**src/rtl/gpio_in_cond_pkg.sv**
```systemverilog
// rtl/gpio_in_cond_pkg.sv - register addresses and default widths for gpio_in_cond
package gpio_in_cond_pkg;

  typedef logic [2:0] wb_adr_t;

  localparam wb_adr_t ADR_FILT     = 3'd0;
  localparam wb_adr_t ADR_IRQEN    = 3'd1;
  localparam wb_adr_t ADR_RISEEN   = 3'd2;
  localparam wb_adr_t ADR_FALLEN   = 3'd3;
  localparam wb_adr_t ADR_PEND     = 3'd4;
  localparam wb_adr_t ADR_PRESCALE = 3'd5;
  localparam wb_adr_t ADR_DBLEN    = 3'd6;

  localparam int DEF_WIDTH = 8;
  localparam int DEF_CNT_W = 4;
  localparam int DEF_PRE_W = 8;

endpackage

```
**src/rtl/gpio_debounce_bit.sv**
```systemverilog
// rtl/gpio_debounce_bit.sv - one input bit: two-flop sync, tick-qualified debounce, edge pulses
module gpio_debounce_bit #(
  parameter int CNT_W = 4
) (
  input  logic             clk,
  input  logic             rst_n,
  input  logic             pad_i,
  input  logic             tick_i,
  input  logic [CNT_W-1:0] db_len_i,
  output logic             filt_o,
  output logic             rise_o,
  output logic             fall_o
);

  logic             s1_q, s1_d;
  logic             s2_q, s2_d;
  logic             filt_q, filt_d;
  logic             filt_prev_q, filt_prev_d;
  logic [CNT_W-1:0] cnt_q, cnt_d;

  always_comb begin
    s1_d        = pad_i;
    s2_d        = s1_q;
    filt_prev_d = filt_q;
    filt_d      = filt_q;
    cnt_d       = cnt_q;
    if (s2_q == filt_q) begin
      cnt_d = '0;
    end else if (tick_i) begin
      // >= keeps the count bounded if DB_LEN is lowered mid-count
      if (cnt_q >= db_len_i) begin
        filt_d = s2_q;
        cnt_d  = '0;
      end else begin
        cnt_d = cnt_q + 1'b1;
      end
    end
  end

  always_ff @(posedge clk or negedge rst_n) begin
    if (!rst_n) begin
      s1_q        <= 1'b0;
      s2_q        <= 1'b0;
      filt_q      <= 1'b0;
      filt_prev_q <= 1'b0;
      cnt_q       <= '0;
    end else begin
      s1_q        <= s1_d;
      s2_q        <= s2_d;
      filt_q      <= filt_d;
      filt_prev_q <= filt_prev_d;
      cnt_q       <= cnt_d;
    end
  end

  assign filt_o = filt_q;
  assign rise_o = filt_q & ~filt_prev_q;
  assign fall_o = ~filt_q & filt_prev_q;

endmodule

```
**src/rtl/gpio_in_cond.sv**
```systemverilog
// rtl/gpio_in_cond.sv - GPIO input conditioning: debounce, edge capture, interrupt, Wishbone regs
module gpio_in_cond
  import gpio_in_cond_pkg::*;
#(
  parameter int WIDTH = DEF_WIDTH,
  parameter int CNT_W = DEF_CNT_W,
  parameter int PRE_W = DEF_PRE_W
) (
  input  logic             wb_clk,
  input  logic             wb_rst_n,
  input  logic [2:0]       wb_adr_i,
  input  logic [7:0]       wb_dat_i,
  input  logic             wb_we_i,
  input  logic             wb_cyc_i,
  input  logic             wb_stb_i,
  input  logic [2:0]       wb_cti_i,
  input  logic [1:0]       wb_bte_i,
  output logic [7:0]       wb_dat_o,
  output logic             wb_ack_o,
  output logic             wb_err_o,
  output logic             wb_rty_o,
  input  logic [WIDTH-1:0] pad_i,
  output logic [WIDTH-1:0] gpio_filt_o,
  output logic             irq_o
);

  logic [WIDTH-1:0] irq_en_q, irq_en_d;
  logic [WIDTH-1:0] rise_en_q, rise_en_d;
  logic [WIDTH-1:0] fall_en_q, fall_en_d;
  logic [WIDTH-1:0] pend_q, pend_d;
  logic [PRE_W-1:0] prescale_q, prescale_d;
  logic [CNT_W-1:0] db_len_q, db_len_d;
  logic [PRE_W-1:0] pc_q, pc_d;
  logic [7:0]       dat_q, dat_d;
  logic             ack_q, ack_d;
  logic             irq_q, irq_d;

  logic             req, wr, rd, tick;
  logic [WIDTH-1:0] clr, filt, rise, fall;
  logic [7:0]       rdata;
  logic             unused_bus;

  assign unused_bus = ^{wb_cti_i, wb_bte_i};

  for (genvar i = 0; i < WIDTH; i++) begin : g_bit
    gpio_debounce_bit #(.CNT_W(CNT_W)) u_bit (
      .clk      (wb_clk),
      .rst_n    (wb_rst_n),
      .pad_i    (pad_i[i]),
      .tick_i   (tick),
      .db_len_i (db_len_q),
      .filt_o   (filt[i]),
      .rise_o   (rise[i]),
      .fall_o   (fall[i])
    );
  end

  always_comb begin
    req  = wb_cyc_i & wb_stb_i & ~ack_q;
    wr   = req & wb_we_i;
    rd   = req & ~wb_we_i;
    tick = (pc_q == prescale_q);

    irq_en_d   = irq_en_q;
    rise_en_d  = rise_en_q;
    fall_en_d  = fall_en_q;
    prescale_d = prescale_q;
    db_len_d   = db_len_q;
    clr        = '0;
    pc_d       = tick ? '0 : pc_q + 1'b1;

    if (wr) begin
      case (wb_adr_i)
        ADR_IRQEN:    irq_en_d  = wb_dat_i[WIDTH-1:0];
        ADR_RISEEN:   rise_en_d = wb_dat_i[WIDTH-1:0];
        ADR_FALLEN:   fall_en_d = wb_dat_i[WIDTH-1:0];
        ADR_PEND:     clr       = wb_dat_i[WIDTH-1:0];
        ADR_PRESCALE: begin
          prescale_d = wb_dat_i[PRE_W-1:0];
          pc_d       = '0;
        end
        ADR_DBLEN:    db_len_d  = wb_dat_i[CNT_W-1:0];
        default:      ;
      endcase
    end

    // a new edge in the same cycle as a W1C of that bit keeps it pending
    pend_d = (pend_q & ~clr) | (rise & rise_en_q) | (fall & fall_en_q);
    irq_d  = |(pend_q & irq_en_q);

    case (wb_adr_i)
      ADR_FILT:     rdata = 8'(filt);
      ADR_IRQEN:    rdata = 8'(irq_en_q);
      ADR_RISEEN:   rdata = 8'(rise_en_q);
      ADR_FALLEN:   rdata = 8'(fall_en_q);
      ADR_PEND:     rdata = 8'(pend_q);
      ADR_PRESCALE: rdata = 8'(prescale_q);
      ADR_DBLEN:    rdata = 8'(db_len_q);
      default:      rdata = 8'h00;
    endcase

    dat_d = rd ? rdata : dat_q;
    ack_d = req;
  end

  always_ff @(posedge wb_clk or negedge wb_rst_n) begin
    if (!wb_rst_n) begin
      irq_en_q   <= '0;
      rise_en_q  <= '0;
      fall_en_q  <= '0;
      pend_q     <= '0;
      prescale_q <= '0;
      db_len_q   <= '0;
      pc_q       <= '0;
      dat_q      <= '0;
      ack_q      <= 1'b0;
      irq_q      <= 1'b0;
    end else begin
      irq_en_q   <= irq_en_d;
      rise_en_q  <= rise_en_d;
      fall_en_q  <= fall_en_d;
      pend_q     <= pend_d;
      prescale_q <= prescale_d;
      db_len_q   <= db_len_d;
      pc_q       <= pc_d;
      dat_q      <= dat_d;
      ack_q      <= ack_d;
      irq_q      <= irq_d;
    end
  end

  assign wb_dat_o    = dat_q;
  assign wb_ack_o    = ack_q;
  assign wb_err_o    = 1'b0;
  assign wb_rty_o    = 1'b0;
  assign gpio_filt_o = filt;
  assign irq_o       = irq_q;

endmodule
```
**config.mk**
```make
export PLATFORM = sky130hd
export DESIGN_NAME = gpio_in_cond
export DESIGN_NICKNAME = d
export VERILOG_FILES = /design/src/rtl/gpio_in_cond_pkg.sv /design/src/rtl/gpio_debounce_bit.sv /design/src/rtl/gpio_in_cond.sv
export SDC_FILE = /design/constraint.sdc
export NUM_CORES = 1
export LEC_CHECK = 0
export ABC_CLOCK_PERIOD_IN_PS = 4550
export CAP_MARGIN = 20
export CORE_MARGIN = 4
export CORE_UTILIZATION = 60
export CTS_CLUSTER_DIAMETER = 30
export DETAILED_ROUTE_END_ITERATION = 10
export PLACE_DENSITY_LB_ADDON = 0.25
export SLEW_MARGIN = 15
export SYNTH_ARGS = -nofsm -noshare
export SYNTH_HDL_FRONTEND = slang
export SYNTH_HIERARCHICAL = 1
export SYNTH_SLANG_ARGS = --single-unit
export TNS_END_PERCENT = 100
```
**constraint.sdc**
```tcl
create_clock -name wb_clk -period 4.55 [get_ports wb_clk]
set_input_delay 1.365 -clock wb_clk [delete_from_list [all_inputs] [get_ports wb_clk]]
set_output_delay 1.365 -clock wb_clk [all_outputs]
set_load 0.03 [all_outputs]
```
======== Word-level counts from Yosys, hierarchy flattened ========
Index checks and enable logic that the tools add are counted.
cells by class
  equality and inequality tests ........... 15
  magnitude comparators ................... 8
  muxes and demuxes ....................... 30
  add/subtract/negate cells ............... 9
  reduce and logical (&&, ||, !) cells .... 23
  bitwise logic cells ..................... 53
operators with widths
  cell                                                                    count
  4-bit two-way mux                                                       24
  8-bit one-hot mux with 7 select lines                                   1
  8-bit two-way mux                                                       5
  4-bit by 1-bit adder with 4-bit output (second input constant)          8
  8-bit AND                                                               4
  4-bit greater-or-equal comparator                                       8
  1-bit inverter                                                          26
  3-bit AND reduction                                                     8
  1-bit AND                                                               20
  8-bit bitwise OR                                                        2
  2-bit nonzero test                                                      8
  2-bit AND reduction                                                     5
  3-bit equality test (second input constant)                             3
  8-bit by 1-bit adder with 8-bit output (second input constant)          1
  1-bit equality test                                                     8
  8-bit equality test                                                     1
  8-bit inverter                                                          1
  8-bit OR reduction                                                      1
  3-bit by 2-bit equality test with 1-bit output (second input constant)  2
  3-bit by 1-bit equality test with 1-bit output (second input constant)  1
  3-bit logical NOT                                                       1
storage, ports and cells
  output and inout bits ................... 20
  logic and storage cells ................. 188
  bits in registers ....................... 126
  bits of input ports ..................... 29

======== Logic depth before layout (Yosys ltp) ========
  word-level depth ........................ 8
  gate-level depth with buffers ........... 8
  depth with buffers taken out ............ 7

======== Cells and area by module ========
Netlist, hierarchy kept.
by module, submodules not included
  module             area an instance (um^2)  instances  cells each  seq. area each (um^2)
  gpio_debounce_bit  480.5                    8          48          200.2
  gpio_in_cond       3120.5                   1          236         1551.5

======== Worst setup path before layout ========
Ideal clock, no wire load.
  path type ............................... input -> register
  start ................................... in wb_adr_i[1]
  end ..................................... reg prescale_q[0]
  data required time ...................... 4.425 ns
  path slack .............................. 2.030 ns
  setup time .............................. 0.125 ns
  arrival time ............................ 2.395 ns
  buffers on the path ..................... 2
  cell stages on the path ................. 5
  cells stage by stage .................... buf_6 nand2b_1 or3_1 buf_6 mux2_4
between the ends
  longest elaborated chain between the ends .. 2
ends and longest elaborated chain
  what                                  RTL line             text
  from (decl)                           gpio_in_cond.sv:11   input logic [2:0] wb_adr_i,
  3-bit equality test                   gpio_in_cond.sv:73   case (wb_adr_i)
  2-bit AND reduction (no source line)  -
  to (signal assigned)                  gpio_in_cond.sv:123  prescale_q <= prescale_d;
  to (decl)                             gpio_in_cond.sv:31   logic [PRE_W-1:0] prescale_q, prescale_d;
No other way between the ends.
A chain may end at the register's enable or synchronous reset.

======== Worst setup path after layout ========
  start ................................... in wb_adr_i[0]
  end ..................................... reg fall_en_q[5]
between the ends
  longest elaborated chain between the ends .. 2
ends and longest elaborated chain
  what                                            RTL line             text
  3-bit by 2-bit equality test with 1-bit output  gpio_in_cond.sv:73
  2-bit AND reduction (no source line)            -
  to (signal assigned)                            gpio_in_cond.sv:121  fall_en_q <= fall_en_d;
  to (decl)                                       gpio_in_cond.sv:29   logic [WIDTH-1:0] fall_en_q, fall_en_d;
No other way between the ends.

==> metrics.md <==
| Metric | Value |
|---|---|
| IO Pins | `49` |
| CTS Hold Bufs | `0` |
| Total vias in the final route | `5070` |
| Setup CP Type | `in -> reg` |
| YS warnings | `6` |
| Syn_area_per_cell | `11.23 sq um` |
| Internal power | `2.879 mW` |
| CP max-delay cell | `clkdlybuf4s50_1` |
| Pin count of the biggest net entering global routing | `68` |
| Starting DRT DRC Count | `419` |
| Switching fraction of total power | `between 30% and 40%` |
| Antenna Diode Count | `0` |
| Clock Skew | `6.416 ps` |
| Seq cells post-synth | `126` |
| Clk pwr share | `between 30% and 40%` |
| Total Power | `about 4.3 mW` |
| Crit path time final | `between 3000 and 4000 ps` |
| Slew headroom | `a little over a third` |
| Crit start category | `input pin` |
| Commonest non-fill, non-tap cell in the layout | `dfrtp_1` |
| EDFF count, synth | `0` |
| Setup Fix Bufs, Post-CTS | `0` |
| Pwr per Cell Area | `524.9 mW/mm^2` |
| First-pass GRT wire length | `25370 um` |
| Total Wirelength | `15380 um` |
| Register share of total power | `38.7%` |
| GPL Wtd Cong | `about 0.90` |
| Req. time, crit path | `4850 ps` |
| Vias in the first global route | `about 5100` |
| Synth top area share | `45.27%` |
| Filler Cell Count | `792` |
| Synth area leader | `dfrtp_1` |
| Post-route DRC violation count | `0` |
| Nets@finish | `approximately 730` |
| Worst Tran Pin Value | `967.9 ps` |
| Slowest Stage Delay on Critical Path | `about 900 ps` |
| Post_cts resized | `0` |
| Top achievable clock speed | `0.3050 GHz` |
| Critical-path cell list | `clkdlybuf4s50_1, buf_4, inv_6, nor3_4, mux2_2` |
| CP delay by family, top | `buffers and inverters` |
| Vias per cell | `6.206` |
| Seq/Total Area, Yosys | `45.27%` |
| Row count | `39` |
| Area grow syn2layout | `16.40%` |
| Max-slew violations | `0` |
| Worst-path clk slew | `50 ps` |
| Post-DP HPWL | `around 10000 um` |
| Max clock buf depth | `2` |
| Hold Crit Class | `reg -> reg` |
| Die Span Y | `115.7 um` |
| Port-buffer cells | `41` |
| Layout cell share with drive strength beyond 1 | `between 15 and 20%` |
| Initial antenna violation count | `0` |
| Total grt overflow | `0` |
| Main synth FF type | `dfrtp_1` |
| Most frequent cells in the layout | `dfrtp_1 (126), inv_1 (50), ha_1 (41)` |
| Arrival time worst endpoint | `about 3600 ps` |
| Status | `finished clean` |
| Worst setup EP type | `register` |
| DR WL/cell | `approximately 19 um` |
| Comb power frac | `26.4%` |
| Clk Latency, worst-skew pair | `420 ps` |
| Post-Syn Area | `0.006964 sq mm` |
| Clock Sinks | `roughly 130` |
| RSZ-0062 raised after global routing | `false` |
| Antenna-violating nets left | `0` |
| CP max FO | `15` |
| Top cells by area, synth | `dfrtp_1 (45%), ha_1 (7.4%), mux2_2 (5.3%)` |
| Worst vdd ir | `0.3568 mV` |
| Die ar. | `0.01339 sq mm` |
| Net Sw Power | `1.377 mW` |
| Post-synth cell types | `59` |
| Initial Utilization | `61.25%` |
| Final setup fails | `0` |
| Total of max-cap violations | `0` |
| Die X-Extent | `115.7 um` |
| Tot GR Track Use | `between 20% and 30%` |
| Cells after Synth | `620` |
| CTS Root Cell | `clkbuf_16` |
| Bufs and invs on worst path | `3` |
| CTS tree | `yes` |
| Core Area | `between 0.01 and 0.015 sq mm` |
| Leakage power | `3.686 nW` |
| 1st-pass router iterations | `6` |
| H-tree depth | `4` |
| TNS Setup | `0 ps` |
| Num CTS Buffers | `17` |
| Ys async rst share | `100.0%` |
| Final Hold Viols | `0` |
| Final worst-path cycle share | `72.05%` |
[Yosys cell counts (all sizes together), types with 9 or more instances]
master    n
a21oi    21
a221o    10
dfrtp   126
nand3b   17
clkbuf   10
nand2b   10
and3     18
a21boi   16
ha       41
nor2b    18
or3      10
nor2     21
nand3    30
xor2     13
a31oi     9
inv      52
buf      16
a32o     12
mux2     41
xnor2    17
o21ai    29
[state kept, by name, indices dropped and copies added (netlist names), 8 cells and up]
| name | flops |
|---|---|
| rise_en_q | 8 |
| irq_en_q | 8 |
| pc_q | 8 |
| pend_q | 8 |
| wb_dat_o | 8 |
| g_bit.u_bit/cnt_q | 32 |
| g_bit.u_bit/s1_q | 8 |
| g_bit.u_bit/filt_prev_q | 8 |
| g_bit.u_bit/filt_o | 8 |
| g_bit.u_bit/s2_q | 8 |
| fall_en_q | 8 |
| prescale_q | 8 |
[layout make-up]
| cell class | count | area (sq um) | area share [%] |
|---|---|---|---|
| clock buffer | 20 | 456.7 | 5.634 |
| clock inverter | 12 | 190.2 | 2.346 |
| inverter | 52 | 200.2 | 2.470 |
| multi-input combinational | 417 | 3462 | 42.71 |
| sequential | 126 | 3153 | 38.89 |
| tap | 143 | 178.9 | 2.207 |
| timing repair buffer | 47 | 465.4 | 5.742 |
[layer usage]
layer  track usage (%)  wire, um  up-vias
met1             31.99      6650     2522
met3             6.527       861       27
li1                  -         -     2357
met4             9.590       346        0
met5                 0         0        -
met2             39.62      7520      164
[through the flow]
stage          instance area, sq um  cells  hold slack, ps  worst slack [ps]  util [%]
2_1_floorplan                  6968    621           331.2              2030         -
3_3_place_gp                   7460    785           332.2             896.9     65.61
3_5_place_dp                   7460    785           336.3             868.4     65.61
4_1_cts                        8107    817           348.9              1305     71.30
5_1_grt                        8107    817           350.4              1176     71.30
6_report                       8107    817           345.7              1272     71.30
[power by group through the flow]
stage	Combinational [mW]	Sequential (mW)	Clock (mW)
detailed placement	1.11	1.66	0
global placement	1.06	1.65	0
global route	1.24	1.68	1.56
finish	1.12	1.65	1.48
CTS	1.13	1.64	1.50
floorplan	0.782	1.62	0
[kinds of logic (layout without fill, tap and decap cells)]
logic type	Yosys count	count (layout)	synth area share (%)
compound gates	151	151	16.49
simple gates	142	142	12.65
flops	126	126	45.27
buf+inv	78	131	5.174
mux	51	51	9.217
fa+ha+maj	41	41	7.366
xor+xnor	30	30	3.773
other cells	1	2	0.05385
[worst paths after layout]
check                                          end  slack (ps)                start  depth (start not counted)
max in group asynchronous  g_bit[5].u_bit/cnt_q[2]        2730             wb_rst_n                          2
max reg2reg                g_bit[0].u_bit/cnt_q[3]        1670              pc_q[5]                          8
max                                   fall_en_q[5]        1270          wb_adr_i[0]                          5
min                            g_bit[1].u_bit/s2_q         350  g_bit[1].u_bit/s1_q                          0
min reg2reg                    g_bit[1].u_bit/s2_q         350  g_bit[1].u_bit/s1_q                          0
min in group asynchronous                  pc_q[3]        1020             wb_rst_n                          1
Power figures use the tool's default switching activity.
